--- config.mk ---
export PLATFORM = sky130hd
export DESIGN_NAME = seg7_scan_mux
export DESIGN_NICKNAME = d
export VERILOG_FILES = /design/src/rtl/seg7_pkg.sv /design/src/rtl/seg7_scan_mux_scan_timer.sv /design/src/rtl/seg7_scan_mux.sv
export SDC_FILE = /design/constraint.sdc
export NUM_CORES = 1
export LEC_CHECK = 0
export CORE_MARGIN = 3
export CORE_UTILIZATION = 61
export DETAILED_ROUTE_END_ITERATION = 8
export PLACE_DENSITY_LB_ADDON = 0.2
export SKIP_CTS_REPAIR_TIMING = 1
export SLEW_MARGIN = 20
export SYNTH_ARGS = -nofsm -noshare
export SYNTH_HDL_FRONTEND = slang
export SYNTH_SLANG_ARGS = --single-unit
--- constraint.sdc ---
create_clock -name i_clk -period 3.36 [get_ports i_clk]
set_input_delay 0.84 -clock i_clk [delete_from_list [all_inputs] [get_ports i_clk]]
set_output_delay 0.84 -clock i_clk [all_outputs]
set_load 0.1 [all_outputs]
--- src/rtl/seg7_pkg.sv ---
// -----------------------------------------------------------------------------
// seg7_pkg
// Shared definitions for the 7-segment scan path: nibble width, default scan
// timing and the per-slot display state.
// -----------------------------------------------------------------------------
package seg7_pkg;

    // Width of one hex digit in the packed display value.
    localparam int NIBBLE_W = 4;

    // Default digit count and scan timing.
    localparam int DEF_NUM_DIGITS   = 4;
    localparam int DEF_SCAN_DIV     = 10000;
    localparam int DEF_BLANK_CYCLES = 100;

    // Phase of the current digit slot: anodes forced off, or digit lit.
    typedef enum logic {
        BLANK = 1'b0,
        SHOW  = 1'b1
    } slot_state_t;

endpackage

--- src/rtl/seg7_scan_mux_scan_timer.sv ---
// -----------------------------------------------------------------------------
// scan_timer
// Owns the scan position of the display: a cycle counter within each digit
// slot and the slot index within the frame. The decoded flags describe the
// position currently held in the counters. That position is the one the
// parent's output registers will present after the next clock edge.
//
// Ports:
//   i_clk        clock
//   i_rst        synchronous active-high reset (counters to slot 0, cycle 0)
//   o_slot       current digit slot, 0..NUM_DIGITS-1
//   o_slot_wrap  counters sit on cycle 0 of a slot (cycle counter just wrapped)
//   o_frame_wrap counters sit on cycle 0 of slot 0 (first cycle of a frame)
//   o_in_blank   cycle counter is inside the blanking gap of the slot
// -----------------------------------------------------------------------------
module scan_timer
    import seg7_pkg::*;
#(
    parameter int NUM_DIGITS   = DEF_NUM_DIGITS,
    parameter int SCAN_DIV     = DEF_SCAN_DIV,
    parameter int BLANK_CYCLES = DEF_BLANK_CYCLES,
    localparam int CW          = $clog2(SCAN_DIV),
    localparam int SW          = $clog2(NUM_DIGITS)
) (
    input  logic          i_clk,
    input  logic          i_rst,
    output logic [SW-1:0] o_slot,
    output logic          o_slot_wrap,
    output logic          o_frame_wrap,
    output logic          o_in_blank
);

    localparam logic [CW-1:0] CYC_LAST  = CW'(SCAN_DIV - 1);
    localparam logic [SW-1:0] SLOT_LAST = SW'(NUM_DIGITS - 1);
    localparam logic [CW-1:0] CYC_BLANK = CW'(BLANK_CYCLES);

    logic [CW-1:0] r_cyc_cnt;
    logic [SW-1:0] r_slot;

    // Cycle counter wraps every SCAN_DIV cycles and carries into the slot index.
    always_ff @(posedge i_clk) begin
        if (i_rst) begin
            r_cyc_cnt <= {CW{1'b0}};
            r_slot    <= {SW{1'b0}};
        end else if (r_cyc_cnt == CYC_LAST) begin
            r_cyc_cnt <= {CW{1'b0}};
            if (r_slot == SLOT_LAST) begin
                r_slot <= {SW{1'b0}};
            end else begin
                r_slot <= r_slot + SW'(1);
            end
        end else begin
            r_cyc_cnt <= r_cyc_cnt + CW'(1);
            r_slot    <= r_slot;
        end
    end

    assign o_slot       = r_slot;
    assign o_slot_wrap  = (r_cyc_cnt == {CW{1'b0}});
    assign o_frame_wrap = (r_cyc_cnt == {CW{1'b0}}) && (r_slot == {SW{1'b0}});
    assign o_in_blank   = (r_cyc_cnt < CYC_BLANK);

endmodule

--- src/rtl/seg7_scan_mux.sv ---
// -----------------------------------------------------------------------------
// seg7_scan_mux
// Time-multiplexed scan driver for a common-anode multi-digit 7-segment
// display. Input values are double-buffered (pending -> active at frame
// boundaries) so a frame never tears. Each digit slot starts with a blanking
// gap with all anodes off, then lights one anode. Leading zeros can be
// suppressed, and the suppression mask is frozen for the whole frame.
//
// Ports:
//   i_clk          clock
//   i_rst          synchronous active-high reset
//   i_value_in     packed nibbles, nibble 0 = rightmost digit
//   i_dp_in        decimal-point request per digit
//   i_load         one-cycle strobe capturing i_value_in / i_dp_in
//   i_lz_blank_en  leading-zero blanking enable (taken at frame start)
//   o_digit_out    nibble of the current slot for the seg7 decoder
//   o_dp_out       decimal point of the current slot
//   o_an_out       one-hot anode enable, active high
//   o_frame_start  one-cycle pulse on the first cycle of slot 0
//
// All outputs are registered. The output registers are loaded from the
// position held in scan_timer, so the outputs present that position one cycle
// later. The first cycle after reset release therefore shows slot 0, cycle 0
// with o_frame_start high.
// -----------------------------------------------------------------------------
module seg7_scan_mux
    import seg7_pkg::*;
#(
    parameter int NUM_DIGITS   = DEF_NUM_DIGITS,
    parameter int SCAN_DIV     = DEF_SCAN_DIV,
    parameter int BLANK_CYCLES = DEF_BLANK_CYCLES
) (
    input  logic                           i_clk,
    input  logic                           i_rst,
    input  logic [NUM_DIGITS*NIBBLE_W-1:0] i_value_in,
    input  logic [NUM_DIGITS-1:0]          i_dp_in,
    input  logic                           i_load,
    input  logic                           i_lz_blank_en,
    output logic [NIBBLE_W-1:0]            o_digit_out,
    output logic                           o_dp_out,
    output logic [NUM_DIGITS-1:0]          o_an_out,
    output logic                           o_frame_start
);

    localparam int VW = NUM_DIGITS * NIBBLE_W;
    localparam int SW = $clog2(NUM_DIGITS);

    // Digit k is suppressed when blanking is enabled, k > 0, and every nibble
    // from k up to the leftmost digit is zero. Digit 0 is never suppressed.
    function automatic logic [NUM_DIGITS-1:0] lz_suppress(
        input logic [VW-1:0] value,
        input logic          enable
    );
        logic                  zero_run;
        logic [NUM_DIGITS-1:0] mask;
        zero_run = 1'b1;
        mask     = {NUM_DIGITS{1'b0}};
        for (int k = NUM_DIGITS - 1; k >= 1; k--) begin
            zero_run = zero_run & (value[k*NIBBLE_W +: NIBBLE_W] == {NIBBLE_W{1'b0}});
            mask[k]  = enable & zero_run;
        end
        return mask;
    endfunction

    // Scan position.
    logic [SW-1:0] w_slot;
    logic          w_slot_wrap;
    logic          w_frame_wrap;
    logic          w_in_blank;

    // Buffers.
    logic [VW-1:0]         r_active;
    logic [NUM_DIGITS-1:0] r_active_dp;
    logic [VW-1:0]         r_pending;
    logic [NUM_DIGITS-1:0] r_pending_dp;
    logic                  r_pending_valid;
    logic [NUM_DIGITS-1:0] r_lz_mask;

    // Active buffer contents as they will be once this edge is taken.
    logic [VW-1:0]         w_active_next;
    logic [NUM_DIGITS-1:0] w_active_dp_next;

    // Per-slot selections.
    logic [NIBBLE_W-1:0]   w_nibble;
    logic                  w_dp;
    logic [NUM_DIGITS-1:0] w_an_onehot;

    // Output / FSM registers.
    slot_state_t           r_state;
    logic [NIBBLE_W-1:0]   r_digit_out;
    logic                  r_dp_out;
    logic [NUM_DIGITS-1:0] r_an_out;
    logic                  r_frame_start;

    scan_timer #(
        .NUM_DIGITS  (NUM_DIGITS),
        .SCAN_DIV    (SCAN_DIV),
        .BLANK_CYCLES(BLANK_CYCLES)
    ) u_scan_timer (
        .i_clk       (i_clk),
        .i_rst       (i_rst),
        .o_slot      (w_slot),
        .o_slot_wrap (w_slot_wrap),
        .o_frame_wrap(w_frame_wrap),
        .o_in_blank  (w_in_blank)
    );

    // Frame-boundary buffer swap: a load on the boundary bypasses pending,
    // otherwise a valid pending value is promoted.
    always_comb begin
        w_active_next    = r_active;
        w_active_dp_next = r_active_dp;
        if (w_frame_wrap) begin
            if (i_load) begin
                w_active_next    = i_value_in;
                w_active_dp_next = i_dp_in;
            end else if (r_pending_valid) begin
                w_active_next    = r_pending;
                w_active_dp_next = r_pending_dp;
            end else begin
                w_active_next    = r_active;
                w_active_dp_next = r_active_dp;
            end
        end else begin
            w_active_next    = r_active;
            w_active_dp_next = r_active_dp;
        end
    end

    // Buffer registers, pending flag, and the per-frame leading-zero mask.
    always_ff @(posedge i_clk) begin
        if (i_rst) begin
            r_active        <= {VW{1'b0}};
            r_active_dp     <= {NUM_DIGITS{1'b0}};
            r_pending       <= {VW{1'b0}};
            r_pending_dp    <= {NUM_DIGITS{1'b0}};
            r_pending_valid <= 1'b0;
            r_lz_mask       <= {NUM_DIGITS{1'b0}};
        end else begin
            r_active    <= w_active_next;
            r_active_dp <= w_active_dp_next;
            if (w_frame_wrap) begin
                r_pending_valid <= 1'b0;
                r_lz_mask       <= lz_suppress(w_active_next, i_lz_blank_en);
            end else if (i_load) begin
                r_pending       <= i_value_in;
                r_pending_dp    <= i_dp_in;
                r_pending_valid <= 1'b1;
            end else begin
                r_pending_valid <= r_pending_valid;
            end
        end
    end

    // Select the nibble, dp bit and anode for the slot about to be shown.
    // The mask read here was frozen at the frame boundary, and slot 0 is
    // always blank on that edge, so the one-cycle mask update is never visible.
    always_comb begin
        w_nibble    = {NIBBLE_W{1'b0}};
        w_dp        = 1'b0;
        w_an_onehot = {NUM_DIGITS{1'b0}};
        for (int k = 0; k < NUM_DIGITS; k++) begin
            if (w_slot == SW'(k)) begin
                w_nibble       = w_active_next[k*NIBBLE_W +: NIBBLE_W];
                w_dp           = w_active_dp_next[k];
                w_an_onehot[k] = ~r_lz_mask[k];
            end else begin
                w_an_onehot[k] = 1'b0;
            end
        end
    end

    // Slot FSM plus registered outputs; digit and dp track the slot during
    // BLANK as well so the decoder has settled before the anode turns on.
    always_ff @(posedge i_clk) begin
        if (i_rst) begin
            r_state       <= BLANK;
            r_digit_out   <= {NIBBLE_W{1'b0}};
            r_dp_out      <= 1'b0;
            r_an_out      <= {NUM_DIGITS{1'b0}};
            r_frame_start <= 1'b0;
        end else begin
            r_digit_out   <= w_nibble;
            r_dp_out      <= w_dp;
            r_frame_start <= w_frame_wrap;
            case (r_state)
                BLANK: begin
                    if (!w_in_blank) begin
                        r_state  <= SHOW;
                        r_an_out <= w_an_onehot;
                    end else begin
                        r_an_out <= {NUM_DIGITS{1'b0}};
                    end
                end
                SHOW: begin
                    if (w_slot_wrap) begin
                        r_state  <= BLANK;
                        r_an_out <= {NUM_DIGITS{1'b0}};
                    end else begin
                        r_an_out <= w_an_onehot;
                    end
                end
                default: begin
                    r_state  <= BLANK;
                    r_an_out <= {NUM_DIGITS{1'b0}};
                end
            endcase
        end
    end

    assign o_digit_out   = r_digit_out;
    assign o_dp_out      = r_dp_out;
    assign o_an_out      = r_an_out;
    assign o_frame_start = r_frame_start;

endmodule

==> Implementation_results.wiki, run 1 <==
{| class="wikitable"
! Metric !! Value
|-
| Worst-case clock buffer depth || 2
|-
| CP Capture Type || flop
|-
| CTS clk-pin slew, worst paths || 0.08 ns
|-
| GRT Util Overall || 0.2681
|-
| Overall die width || 79.45 um
|-
| Vias in the first global route || 2688
|-
| Insertion delay to the later sink of the worst-skew pair || 0.36 ns
|-
| Clock Power Share || 0.336
|-
| Sum of buffers and inverters on the critical path || 1
|-
| Cell Pwr Density || 531.6 mW/mm2
|-
| CP cell instances || inv_1 > ha_1 > nor3b_1 > nand4_4 > o32a_4 > a2111oi_4 > nand4_2 > o21ai_1
|-
| Maximum fanout along the worst path || 19
|-
| Post-synthesis sequential area ratio || 0.4319
|-
| Total negative setup slack || 0 ns
|-
| Area of the die || 0.006312 mm2
|-
| Worst rel slew slack || 0.4839
|-
| TritonCTS buffer count || 9
|-
| Combinational share of power || 0.204
|-
| Clock H-tree levels || 3
|-
| Leading register cell type out of synthesis || sky130_fd_sc_hd__dfxtp_1
|-
| Number of antenna violations at the first check in global routing || 0
|-
| Cell family with the largest share of critical-path delay || compound AO/OA/AOI/OAI gates
|-
| Critical path startpoint category || flop
|-
| Number of enable flip-flop cells after synthesis || 0
|-
| Number of iterations in the first detailed-routing pass || 5
|-
| Count of inserted antenna diode cells || 0
|-
| First-pass GRT wire length || 12940 um
|-
| Setup repair after global routing missed its margin || no
|-
| Instance count of the mapped netlist || 381
|-
| Outcome || finished clean
|-
| Standard cell core area || 0.005172 mm2
|-
| TritonCTS sink count || 71
|-
| Sw Pwr || 0.0006266 W
|-
| Area after detailed placement || 0.003623 mm2
|-
| Synth warnings || 0
|-
| Vias after detailed routing || 2862
|-
| Setup Viol. Count Final || 0
|-
| GRT overflow || 0
|-
| Post-synth top area cell || sky130_fd_sc_hd__dfxtp_1
|-
| Highest achievable clock rate || 0.3744 GHz
|-
| Clock Skews || 0.006566 ns
|-
| Worst-case hold slack || 0.4433 ns
|-
| Post-detailed-routing wire length || 7857 um
|-
| DR iter-0 viols || 255
|-
| Post-synth net total || 411
|-
| Ratio of final minimum period to clock period || 0.7950
|-
| Maximum capacitance violations || 0
|-
| Drc violations || 0
|-
| Launch instance of the worst register-to-register path || u_scan_timer.o_slot[0]$_SDFFE_PP0P_
|-
| Max incr delay on CP || 0.49 ns
|-
| Share of power burned in registers || 0.459
|-
| Data arrival time of the critical path || 2.96 ns
|-
| Clock tree from TritonCTS || yes
|-
| Worst Path Required || 3.65 ns
|-
| Hold Crit Class || reg -> reg
|-
| Number of ports placed on the die boundary || 34
|-
| Count of distinct cell types in the synthesized netlist || 62
|-
| Chip height || 79.45 um
|-
| Placed wire-length estimate after detailed placement || 5324 um
|-
| Synth Register Bits || 71
|-
| Final standard cell area without fillers || 0.003820 mm2
|-
| Internal power component || 0.001404 W
|-
| Worst reg2reg setup slack || 0.69 ns
|-
| Hold wc startpoint || r_lz_mask[2]$_SDFFE_PP0N_
|-
| Routability congestion estimate from global placement || 0.8466
|-
| Average wire length per cell after detail routing || 16.13 um
|-
| Crit path launch || u_scan_timer.o_slot[0]$_SDFFE_PP0P_
|-
| LEAKAGE || 1.468 nW
|-
| Count of buffers from port buffering || 33
|-
| Cells taking the most area after synthesis || sky130_fd_sc_hd__dfxtp_1, sky130_fd_sc_hd__nand2_1, sky130_fd_sc_hd__nor2_1, sky130_fd_sc_hd__a21oi_1, sky130_fd_sc_hd__o22ai_1
|-
| Post-Route Utilization || 0.7385
|-
| Post-synth top area share || 0.4319
|-
| Largest net degree at the start of global routing || 29
|-
| Number of hold-slack violations in the final timing report || 0
|-
| Final Max Tran Viols || 0
|-
| Area delta synth->final || 16.08%
|-
| Share of post-route cells with drive strength above 1 || 0.1439
|-
| Maximum resistive drop on vdd || 0.3939 mV
|-
| CTS root buf || sky130_fd_sc_hd__clkbuf_8
|-
| Via density per instance || 5.877
|-
| Starting utilization of the core area || 0.6362
|-
| Netlist area before placement || 0.003291 mm2
|-
| Crit-path slowest cell || sky130_fd_sc_hd__o32a_4
|-
| Net switching share of the total power || 0.3086
|-
| Worst-Margin Slew || 0.7723 ns
|-
| Share of synthesized flip-flops with an asynchronous set or reset || 0
|-
| Post-layout min period || 2.671 ns
|-
| Mean instance size in the synthesized netlist || 8.637 um2
|-
| ANT nets after route || 0
|-
| Startpoint-to-endpoint class of the critical path || reg -> reg
|-
| Number of rows created at floorplan || 26
|-
| Final nets || 442
|}
==> flip-flops by register name (all words and copies together) (netlist names) <==
register                cells
r_active                   16
r_pending                  16
u_scan_timer.r_cyc_cnt     14
o_an_out                    4
o_digit_out                 4
r_active_dp                 4
r_pending_dp                4
r_lz_mask                   3
u_scan_timer.o_slot         2
o_dp_out                    1
o_frame_start               1
r_pending_valid             1
r_state                     1
==> placed cells by master (no fill, tap or decap), types with 5 or more instances in the layout <==
master                            netlist  layout
sky130_fd_sc_hd__dfxtp_1               71      71
sky130_fd_sc_hd__nand2_1               65      65
sky130_fd_sc_hd__nor2_1                49      49
sky130_fd_sc_hd__a21oi_1               26      26
sky130_fd_sc_hd__clkdlybuf4s50_1        0      22
sky130_fd_sc_hd__buf_4                  2      19
sky130_fd_sc_hd__o22ai_1               13      13
sky130_fd_sc_hd__inv_1                 11      11
sky130_fd_sc_hd__clkbuf_8               3       9
sky130_fd_sc_hd__nor3_1                 7       7
sky130_fd_sc_hd__xor2_1                 7       7
sky130_fd_sc_hd__nand2b_1               6       6
sky130_fd_sc_hd__o32a_2                 6       6
sky130_fd_sc_hd__ha_1                   6       6
sky130_fd_sc_hd__nor2b_1                5       5
sky130_fd_sc_hd__and3_1                 5       5
sky130_fd_sc_hd__nand3_1                5       5
sky130_fd_sc_hd__xnor2_1                5       5
==> worst reg2reg max path, delay by kind of cell (launching register included) <==
kind                     cells  cell delay, ns
buffers and inverters        1            0.09
AO/OA/AOI/OAI                3            0.99
adder cells (fa/ha/maj)      1            0.23
AND/OR/NAND/NOR              3            0.93
flip-flops                   1            0.36
==> metrics by stage <==
step           instances  worst slack (ns)  power (W)
2_1_floorplan        381             1.150   0.001252
3_3_place_gp         471            0.5453   0.001350
3_5_place_dp         471            0.5193   0.001358
4_1_cts              487            0.6826   0.002039
5_1_grt              487            0.5268   0.002123
6_report             487            0.6888   0.002031
==> cell usage after synthesis (5+ instances only) <==
cell type                  instances
sky130_fd_sc_hd__dfxtp_1          71
sky130_fd_sc_hd__nand2_1          65
sky130_fd_sc_hd__xor2_1            7
sky130_fd_sc_hd__a21oi_1          26
sky130_fd_sc_hd__ha_1              6
sky130_fd_sc_hd__nor2_1           49
sky130_fd_sc_hd__inv_1            11
sky130_fd_sc_hd__and3_1            5
sky130_fd_sc_hd__xnor2_1           5
sky130_fd_sc_hd__o32a_2            6
sky130_fd_sc_hd__clkbuf_1         14
sky130_fd_sc_hd__nand2b_1          6
sky130_fd_sc_hd__o22ai_1          13
sky130_fd_sc_hd__nand3_1           5
sky130_fd_sc_hd__nor2b_1           5
sky130_fd_sc_hd__nor3_1            7
==> power by group through the flow <==
| stage | Combinational [W] | Sequential [W] | Clock, W |
|---|---|---|---|
| 2_1_floorplan | 0.000256 | 0.000996 | 0 |
| 3_3_place_gp | 0.000401 | 0.000949 | 0 |
| 3_5_place_dp | 0.000408 | 0.000951 | 0 |
| 4_1_cts | 0.000411 | 0.000932 | 0.000696 |
| 5_1_grt | 0.000453 | 0.000939 | 0.000731 |
| 6_report | 0.000415 | 0.000933 | 0.000683 |
==> cell families (layout without fill, tap and decap cells) <==
| family | Yosys count | count (layout) | synth area share |
|---|---|---|---|
| AO/OA/AOI/OAI | 90 | 90 | 0.2049 |
| buffers and inverters | 33 | 69 | 0.04981 |
| AND/OR/NAND/NOR | 166 | 166 | 0.2491 |
| XOR/XNOR | 12 | 12 | 0.03194 |
| multiplexers | 3 | 3 | 0.009506 |
| adder cells (fa/ha/maj) | 6 | 6 | 0.02281 |
| flip-flops | 71 | 71 | 0.4319 |
==> worst paths after layout <==
check                               to  cells past startpoint
max reg2reg  r_lz_mask[1]$_SDFFE_PP0N_                      8
max          r_lz_mask[1]$_SDFFE_PP0N_                      8
min reg2reg     o_an_out[2]$_SDFF_PP0_                      1
min             o_an_out[2]$_SDFF_PP0_                      1
==> area by class of cell <==
| cell class | instances | area (um2) |
|---|---|---|
| clock buffer | 9 | 123.9 |
| clock inverter | 7 | 72.57 |
| fill | 384 | 1353 |
| inverter | 11 | 41.29 |
| multi-input combinational | 277 | 1705 |
| sequential | 71 | 1421 |
| tap | 70 | 87.58 |
| timing repair buffer | 42 | 367.9 |
==> metal layers <==
| layer | GRT usage | part of all wire |
|---|---|---|
| met5 | 0 | 0 |
| met4 | 0.08076 | 0.016 |
| met3 | 0.09142 | 0.076 |
| met2 | 0.4023 | 0.45 |
| met1 | 0.3640 | 0.46 |
(Power assumes the default switching activity.)
==> inputs of run 2 (changes only) <==
--- a/config.mk
+++ b/config.mk
@@ -6,7 +6,7 @@
 export NUM_CORES = 1
 export LEC_CHECK = 0
 export CORE_MARGIN = 3
-export CORE_UTILIZATION = 61
+export CORE_UTILIZATION = 51
 export DETAILED_ROUTE_END_ITERATION = 8
 export PLACE_DENSITY_LB_ADDON = 0.2
 export SKIP_CTS_REPAIR_TIMING = 1
==> constraint.sdc (replaced) <==
create_clock -name i_clk -period 2.4 [get_ports i_clk]
set_input_delay 0.6 -clock i_clk [delete_from_list [all_inputs] [get_ports i_clk]]
set_output_delay 0.6 -clock i_clk [all_outputs]
set_load 0.1 [all_outputs]
==> Implementation_results.wiki, run 2 (synthesis results as in run 1) <==
{| class="wikitable"
! Metric !! Value
|-
| Drc violations || 0
|-
| Routability congestion estimate from global placement || 0.8592
|-
| Area of combinational cells with multiple inputs || 0.001728 mm2
|-
| DR iter-0 viols || 179
|-
| Clock Skews || 0.007828 ns
|-
| Standard cell core area || 0.006096 mm2
|-
| Final nets || 464
|-
| LEAKAGE || 1.582 nW
|-
| Insertion delay to the later sink of the worst-skew pair || 0.35 ns
|-
| Number of iterations in the first detailed-routing pass || 5
|-
| Maximum resistive drop on vdd || 0.4576 mV
|-
| Critical path startpoint category || flop
|-
| Highest achievable clock rate || 0.4379 GHz
|-
| Setup Viol. Count Final || 0
|-
| GRT Util Overall || 0.2305
|-
| Area after detailed placement || 0.003785 mm2
|-
| Count of inserted antenna diode cells || 0
|-
| Filler cell count || 515
|-
| Ratio of final minimum period to clock period || 0.9516
|-
| Overall die width || 86.33 um
|-
| Clock tree from TritonCTS || yes
|-
| Share of post-route cells with drive strength above 1 || 0.1941
|-
| DP Worst Slack || -0.2075 ns
|-
| Hold Crit Class || reg -> reg
|-
| CTS clk-pin slew, worst paths || 0.07 ns
|-
| Chip height || 86.33 um
|-
| Worst-case clock buffer depth || 2
|-
| Outcome || finished clean
|-
| TritonCTS buffer count || 9
|-
| WHS Path Cells || 1
|-
| Number of ports placed on the die boundary || 34
|-
| Worst-Margin Slew || 0.5167 ns
|-
| Placed wire-length estimate after detailed placement || 5800 um
|-
| Number of antenna violations at the first check in global routing || 0
|-
| Crit-path slowest cell || sky130_fd_sc_hd__o32a_2
|-
| Vias after detailed routing || 2979
|-
| Final Max Tran Viols || 0
|-
| GRT overflow || 0
|-
| Worst reg2reg path depth || 9
|-
| Post-layout min period || 2.284 ns
|-
| Vias in the first global route || 2759
|-
| Max incr delay on CP || 0.38 ns
|-
| Clock H-tree levels || 3
|-
| Maximum capacitance violations || 0
|-
| Number of hold-slack violations in the final timing report || 0
|-
| CP cell instances || inv_1 > ha_1 > nor3b_2 > nand4_4 > buf_4 > o32a_2 > nand2_1 > o2bb2ai_1 > o31a_1
|-
| First-pass GRT wire length || 13390 um
|-
| Worst rel slew slack || 0.6555
|-
| Largest net degree at the start of global routing || 26
|-
| Number of rows created at floorplan || 28
|-
| Leading cell type in the layout, fill and taps excluded || sky130_fd_sc_hd__dfxtp_1
|-
| Area delta synth->final || 22.40%
|-
| Final standard cell area without fillers || 0.004028 mm2
|-
| Startpoint-to-endpoint class of the critical path || reg -> reg
|-
| TritonCTS sink count || 71
|-
| Starting utilization of the core area || 0.5398
|-
| Post-detailed-routing wire length || 8264 um
|-
| ANT nets after route || 0
|-
| Data arrival time of the critical path || 2.53 ns
|-
| Cell Pwr Density || 731.7 mW/mm2
|-
| Worst setup margin || 0.1162 ns
|-
| Worst-case hold slack || 0.4448 ns
|-
| CP Capture Type || flop
|-
| Regs by FF count || r_active x16, r_pending x16, u_scan_timer.r_cyc_cnt x14
|-
| Via density per instance || 5.807
|-
| Setup repair after global routing missed its margin || no
|-
| CTS root buf || sky130_fd_sc_hd__clkbuf_8
|-
| Maximum fanout along the worst path || 5
|-
| Register Area || 0.001421 mm2
|-
| Top library cells by usage in the layout, fill and taps aside || sky130_fd_sc_hd__dfxtp_1, sky130_fd_sc_hd__nand2_1, sky130_fd_sc_hd__nor2_1, sky130_fd_sc_hd__buf_4, sky130_fd_sc_hd__a21oi_1
|-
| Count of buffers from port buffering || 33
|-
| Worst Path Required || 2.64 ns
|-
| Average wire length per cell after detail routing || 16.11 um
|-
| Area of the die || 0.007452 mm2
|-
| Post-Route Utilization || 0.6607
|}
==> run 2: cell types whose count changed in the layout (fill, tap and decap cells not counted), sizes merged <==
cell and change:
clkinv -2, clkinvlp -1, buf +22, inv -1, clkbuf +3
==> run 2: path summary, 6_finish.rpt <==
kind / startpoint / to / slack [ns]
max: u_scan_timer.r_cyc_cnt[0]$_SDFF_PP0_ / o_digit_out[1]$_SDFF_PP0_ / 0.12
min: r_lz_mask[2]$_SDFFE_PP0N_ / o_an_out[2]$_SDFF_PP0_ / 0.44
max reg2reg: u_scan_timer.r_cyc_cnt[0]$_SDFF_PP0_ / o_digit_out[1]$_SDFF_PP0_ / 0.12
min reg2reg: r_lz_mask[2]$_SDFFE_PP0N_ / o_an_out[2]$_SDFF_PP0_ / 0.44
==> run 2: final cells by class <==
type / count / share of cell area
Inverter: 11 / 0.01025
Multi-Input combinational cell: 277 / 0.4290
Sequential cell: 71 / 0.3529
Timing Repair Buffer: 64 / 0.1354
Tap cell: 75 / 0.02330
Clock inverter: 3 / 0.01056
Clock buffer: 12 / 0.03852
==> run 2: power by group <==
| part | internal (W) | total [W] | switching (W) |
|---|---|---|---|
| logic | 0.000296 | 0.000673 | 0.000377 |
| clock network | 0.000530 | 0.000968 | 0.000439 |
| registers | 0.00126 | 0.00131 | 0.0000495 |
| total | 0.00208 | 0.00295 | 0.000865 |
==> run 2: metal layers <==
metal | up-vias | global-route usage | share of wire
met5 | - | 0 | 0
met4 | 0 | 0.09207 | 0.019
met3 | 18 | 0.05894 | 0.064
met2 | 102 | 0.3428 | 0.44
met1 | 1411 | 0.3189 | 0.47
li1 | 1448 | - | -
==> run 2: metrics by stage <==
stage	TNS [ns]	instances	total power (W)
final	0	513	0.002947
after global routing	0	513	0.003068
after global placement	-0.4697	495	0.001959
after detailed placement	-1.026	495	0.001974
after CTS	0	510	0.002921
after floorplan	0	381	0.001753
==> run 2: worst max-delay path, delay by kind of cell, from the launching register on <==
family	cells	cell delay (ns)
AOI/OAI and AO/OA	3	0.72
buffers and inverters	2	0.28
adders and majority gates	1	0.16
DFF	1	0.35
and+or+nand+nor	3	0.67
==> inputs of run 3 (changes only) <==
--- a/config.mk
+++ b/config.mk
@@ -5,9 +5,12 @@
 export SDC_FILE = /design/constraint.sdc
 export NUM_CORES = 1
 export LEC_CHECK = 0
+export CELL_PAD_IN_SITES_DETAIL_PLACEMENT = 1
+export CELL_PAD_IN_SITES_GLOBAL_PLACEMENT = 1
 export CORE_MARGIN = 3
-export CORE_UTILIZATION = 51
+export CORE_UTILIZATION = 43
 export DETAILED_ROUTE_END_ITERATION = 8
+export HOLD_SLACK_MARGIN = 0.03
 export PLACE_DENSITY_LB_ADDON = 0.2
 export SKIP_CTS_REPAIR_TIMING = 1
 export SLEW_MARGIN = 20
==> constraint.sdc (replaced) <==
create_clock -name i_clk -period 2.2 [get_ports i_clk]
set_input_delay 0.55 -clock i_clk [delete_from_list [all_inputs] [get_ports i_clk]]
set_output_delay 0.55 -clock i_clk [all_outputs]
set_load 0.1 [all_outputs]
==> Implementation_results.wiki, run 3 (synthesis results as in run 1) <==
{| class="wikitable"
! Metric !! Value
|-
| Number of antenna violations at the first check in global routing || 0
|-
| Sum of buffers and inverters on the critical path || 2
|-
| Highest achievable clock rate || 0.4388 GHz
|-
| Sw Pwr || 0.001044 W
|-
| First-pass GRT wire length || 16370 um
|-
| Non-filler instance count after layout || 568
|-
| Post-layout min period || 2.279 ns
|-
| Worst reg2reg setup slack || -0.08 ns
|-
| Standard cell core area || 0.007331 mm2
|-
| Cell Pwr Density || 785.0 mW/mm2
|-
| Internal power component || 0.002451 W
|-
| Max incr delay on CP || 0.44 ns
|-
| Placed wire-length estimate after detailed placement || 7287 um
|-
| Data arrival time of the critical path || 2.55 ns
|-
| Worst reg2reg path depth || 9
|-
| DR iter-0 viols || 158
|-
| Via density per instance || 5.680
|-
| Area of the die || 0.008739 mm2
|-
| Clock tree from TritonCTS || yes
|-
| Total negative setup slack || -0.1331 ns
|-
| Insertion delay to the later sink of the worst-skew pair || 0.34 ns
|-
| TritonCTS sink count || 71
|-
| Setup repair after global routing missed its margin || yes
|-
| Drc violations || 0
|-
| Final Max Tran Viols || 0
|-
| Chip height || 93.48 um
|-
| Hold wc startpoint || r_lz_mask[3]$_SDFFE_PP0N_
|-
| Share of power burned in registers || 0.409
|-
| Worst setup margin || -0.07887 ns
|-
| Ratio of final minimum period to clock period || 1.036
|-
| Combinational share of power || 0.245
|-
| Critical path startpoint category || flop
|-
| Maximum capacitance violations || 0
|-
| ANT nets after route || 0
|-
| Placed Cells incl. Taps || 543
|-
| Violations in the final reports || negative setup slack
|-
| DP Worst Slack || -0.3910 ns
|-
| Count of inserted antenna diode cells || 0
|-
| CTS clk-pin slew, worst paths || 0.08 ns
|-
| Crit-path slowest cell || sky130_fd_sc_hd__o32a_4
|-
| Routability congestion estimate from global placement || 0.8348
|-
| CP Capture Type || flop
|-
| CTS root buf || sky130_fd_sc_hd__clkbuf_8
|-
| Worst-case clock buffer depth || 2
|-
| Average wire length per cell after detail routing || 19.16 um
|-
| Launch instance of the worst register-to-register path || u_scan_timer.o_slot[1]$_SDFFE_PP0P_
|-
| Cell family with the largest share of critical-path delay || compound AO/OA/AOI/OAI gates
|-
| CP cell instances || inv_2 > ha_4 > nor3b_4 > buf_6 > nand4_4 > o32a_4 > a2111oi_4 > nand4_2 > o21ai_1
|-
| Share of post-route cells with drive strength above 1 || 0.2857
|-
| Clock H-tree levels || 3
|-
| LEAKAGE || 1.789 nW
|-
| Post-detailed-routing wire length || 10880 um
|-
| Post-Route Utilization || 0.6073
|-
| GRT Util Overall || 0.2399
|-
| Final nets || 494
|-
| Top library cells by usage in the layout, fill and taps aside || sky130_fd_sc_hd__dfxtp_1, sky130_fd_sc_hd__nand2_1, sky130_fd_sc_hd__buf_4, sky130_fd_sc_hd__nor2_1, sky130_fd_sc_hd__a21oi_1
|-
| Worst Path Required || 2.47 ns
|-
| Maximum fanout along the worst path || 6
|-
| Starting utilization of the core area || 0.4489
|-
| TritonCTS buffer count || 9
|-
| Vias in the first global route || 3242
|-
| Number of rows created at floorplan || 31
|-
| Filler cell count || 860
|-
| Worst-Margin Slew || 0.5608 ns
|-
| Overall die width || 93.48 um
|-
| Number of ports placed on the die boundary || 34
|-
| Leading cell type in the layout, fill and taps excluded || sky130_fd_sc_hd__dfxtp_1
|-
| Setup Viol. Count Final || 4
|-
| GRT overflow || 0
|-
| Endpoint with the worst hold slack || o_an_out[3]$_SDFF_PP0_
|-
| WHS Path Cells || 1
|-
| Count of buffers from port buffering || 33
|-
| Clock Skews || 0.009808 ns
|-
| Worst rel slew slack || 0.6261
|-
| Number of hold-slack violations in the final timing report || 0
|-
| Net switching share of the total power || 0.2987
|-
| Maximum resistive drop on vdd || 0.4842 mV
|-
| Vias after detailed routing || 3226
|-
| Outcome || finished with violations
|-
| Startpoint-to-endpoint class of the critical path || reg -> reg
|-
| Area delta synth->final || 35.29%
|-
| Regs by FF count || r_active x16, r_pending x16, u_scan_timer.r_cyc_cnt x14
|-
| Hold Crit Class || reg -> reg
|-
| Worst-case hold slack || 0.4568 ns
|-
| Capture point of the worst reg-to-reg path || r_lz_mask[1]$_SDFFE_PP0N_
|-
| Clock Power Share || 0.347
|-
| Largest net degree at the start of global routing || 22
|-
| Number of iterations in the first detailed-routing pass || 5
|}
-- run 3: cell types whose count changed in the layout (fill, tap and decap cells not counted), moves of 2 or more --
cell	delta
sky130_fd_sc_hd__a221oi_2	+2
sky130_fd_sc_hd__o22ai_2	+5
sky130_fd_sc_hd__buf_6	+4
sky130_fd_sc_hd__o22ai_1	-5
sky130_fd_sc_hd__nor3b_4	+2
sky130_fd_sc_hd__inv_2	+2
sky130_fd_sc_hd__a221oi_1	-2
sky130_fd_sc_hd__dfxtp_2	+2
sky130_fd_sc_hd__nor4bb_1	-2
sky130_fd_sc_hd__dfxtp_1	-2
sky130_fd_sc_hd__nor3b_2	-2
sky130_fd_sc_hd__buf_4	+23
sky130_fd_sc_hd__nor4bb_2	+2
sky130_fd_sc_hd__inv_1	-2
-- run 3: power groups by stage --
| stage | logic (W) | clock network (W) | registers (W) |
|---|---|---|---|
| after floorplan | 0.000392 | 0 | 0.00152 |
| after global placement | 0.000731 | 0 | 0.00145 |
| after detailed placement | 0.000757 | 0 | 0.00145 |
| after CTS | 0.000769 | 0.00124 | 0.00142 |
| after global routing | 0.000914 | 0.00129 | 0.00144 |
| final | 0.000855 | 0.00121 | 0.00143 |
-- run 3: final cells by class --
| class | instances | area (um2) | share of cell area |
|---|---|---|---|
| flip-flops and latches | 71 | 1424 | 0.3198 |
| clock inverters | 5 | 80.08 | 0.01799 |
| repair buffers | 93 | 798.3 | 0.1793 |
| inverters | 11 | 41.29 | 0.009275 |
| multi-input cells | 278 | 1833 | 0.4117 |
| clock buffers | 11 | 151.4 | 0.03401 |
| well taps | 99 | 123.9 | 0.02782 |
-- run 3: how the worst max path moves through the flow --
stage,startpoint,end,cells after the start,slack [ns]
5_1_grt,u_scan_timer.o_slot[1]$_SDFFE_PP0P_,r_lz_mask[1]$_SDFFE_PP0N_,9,-0.17
3_3_place_gp,i_load,r_lz_mask[1]$_SDFFE_PP0N_,8,-0.27
6_report,u_scan_timer.o_slot[1]$_SDFFE_PP0P_,r_lz_mask[1]$_SDFFE_PP0N_,9,-0.08
3_5_place_dp,i_load,o_digit_out[2]$_SDFF_PP0_,8,-0.39
2_1_floorplan,u_scan_timer.o_slot[0]$_SDFFE_PP0P_,r_lz_mask[1]$_SDFFE_PP0N_,8,0.04
4_1_cts,u_scan_timer.o_slot[0]$_SDFFE_PP0P_,r_lz_mask[1]$_SDFFE_PP0N_,10,-0.44
-- run 3: metrics by stage --
step / instance area [um2] / power [W]
after detailed placement: 4008 / 0.002207
after global routing: 4452 / 0.003640
after floorplan: 3291 / 0.001912
final: 4452 / 0.003495
after global placement: 4008 / 0.002177
after CTS: 4239 / 0.003428
-- run 3: metal layers --
metal | GRT usage | wire length [um] | vias up | share of wire
li1 | - | - | 1507 | -
met1 | 0.3138 | 4808 | 1608 | 0.44
met2 | 0.3979 | 5322 | 84 | 0.49
met3 | 0.04747 | 491 | 27 | 0.045
met4 | 0.07326 | 260 | 0 | 0.024
met5 | 0 | 0 | - | 0
-- run 3: worst reg2reg max path, stage by stage, from the launching register on --
cell                        delay (ns)
sky130_fd_sc_hd__dfxtp_2          0.33
sky130_fd_sc_hd__inv_2            0.08
sky130_fd_sc_hd__ha_4             0.17
sky130_fd_sc_hd__nor3b_4          0.21
sky130_fd_sc_hd__buf_6            0.15
sky130_fd_sc_hd__nand4_4          0.17
sky130_fd_sc_hd__o32a_4           0.44
sky130_fd_sc_hd__a2111oi_4        0.39
sky130_fd_sc_hd__nand4_2          0.15
sky130_fd_sc_hd__o21ai_1          0.13
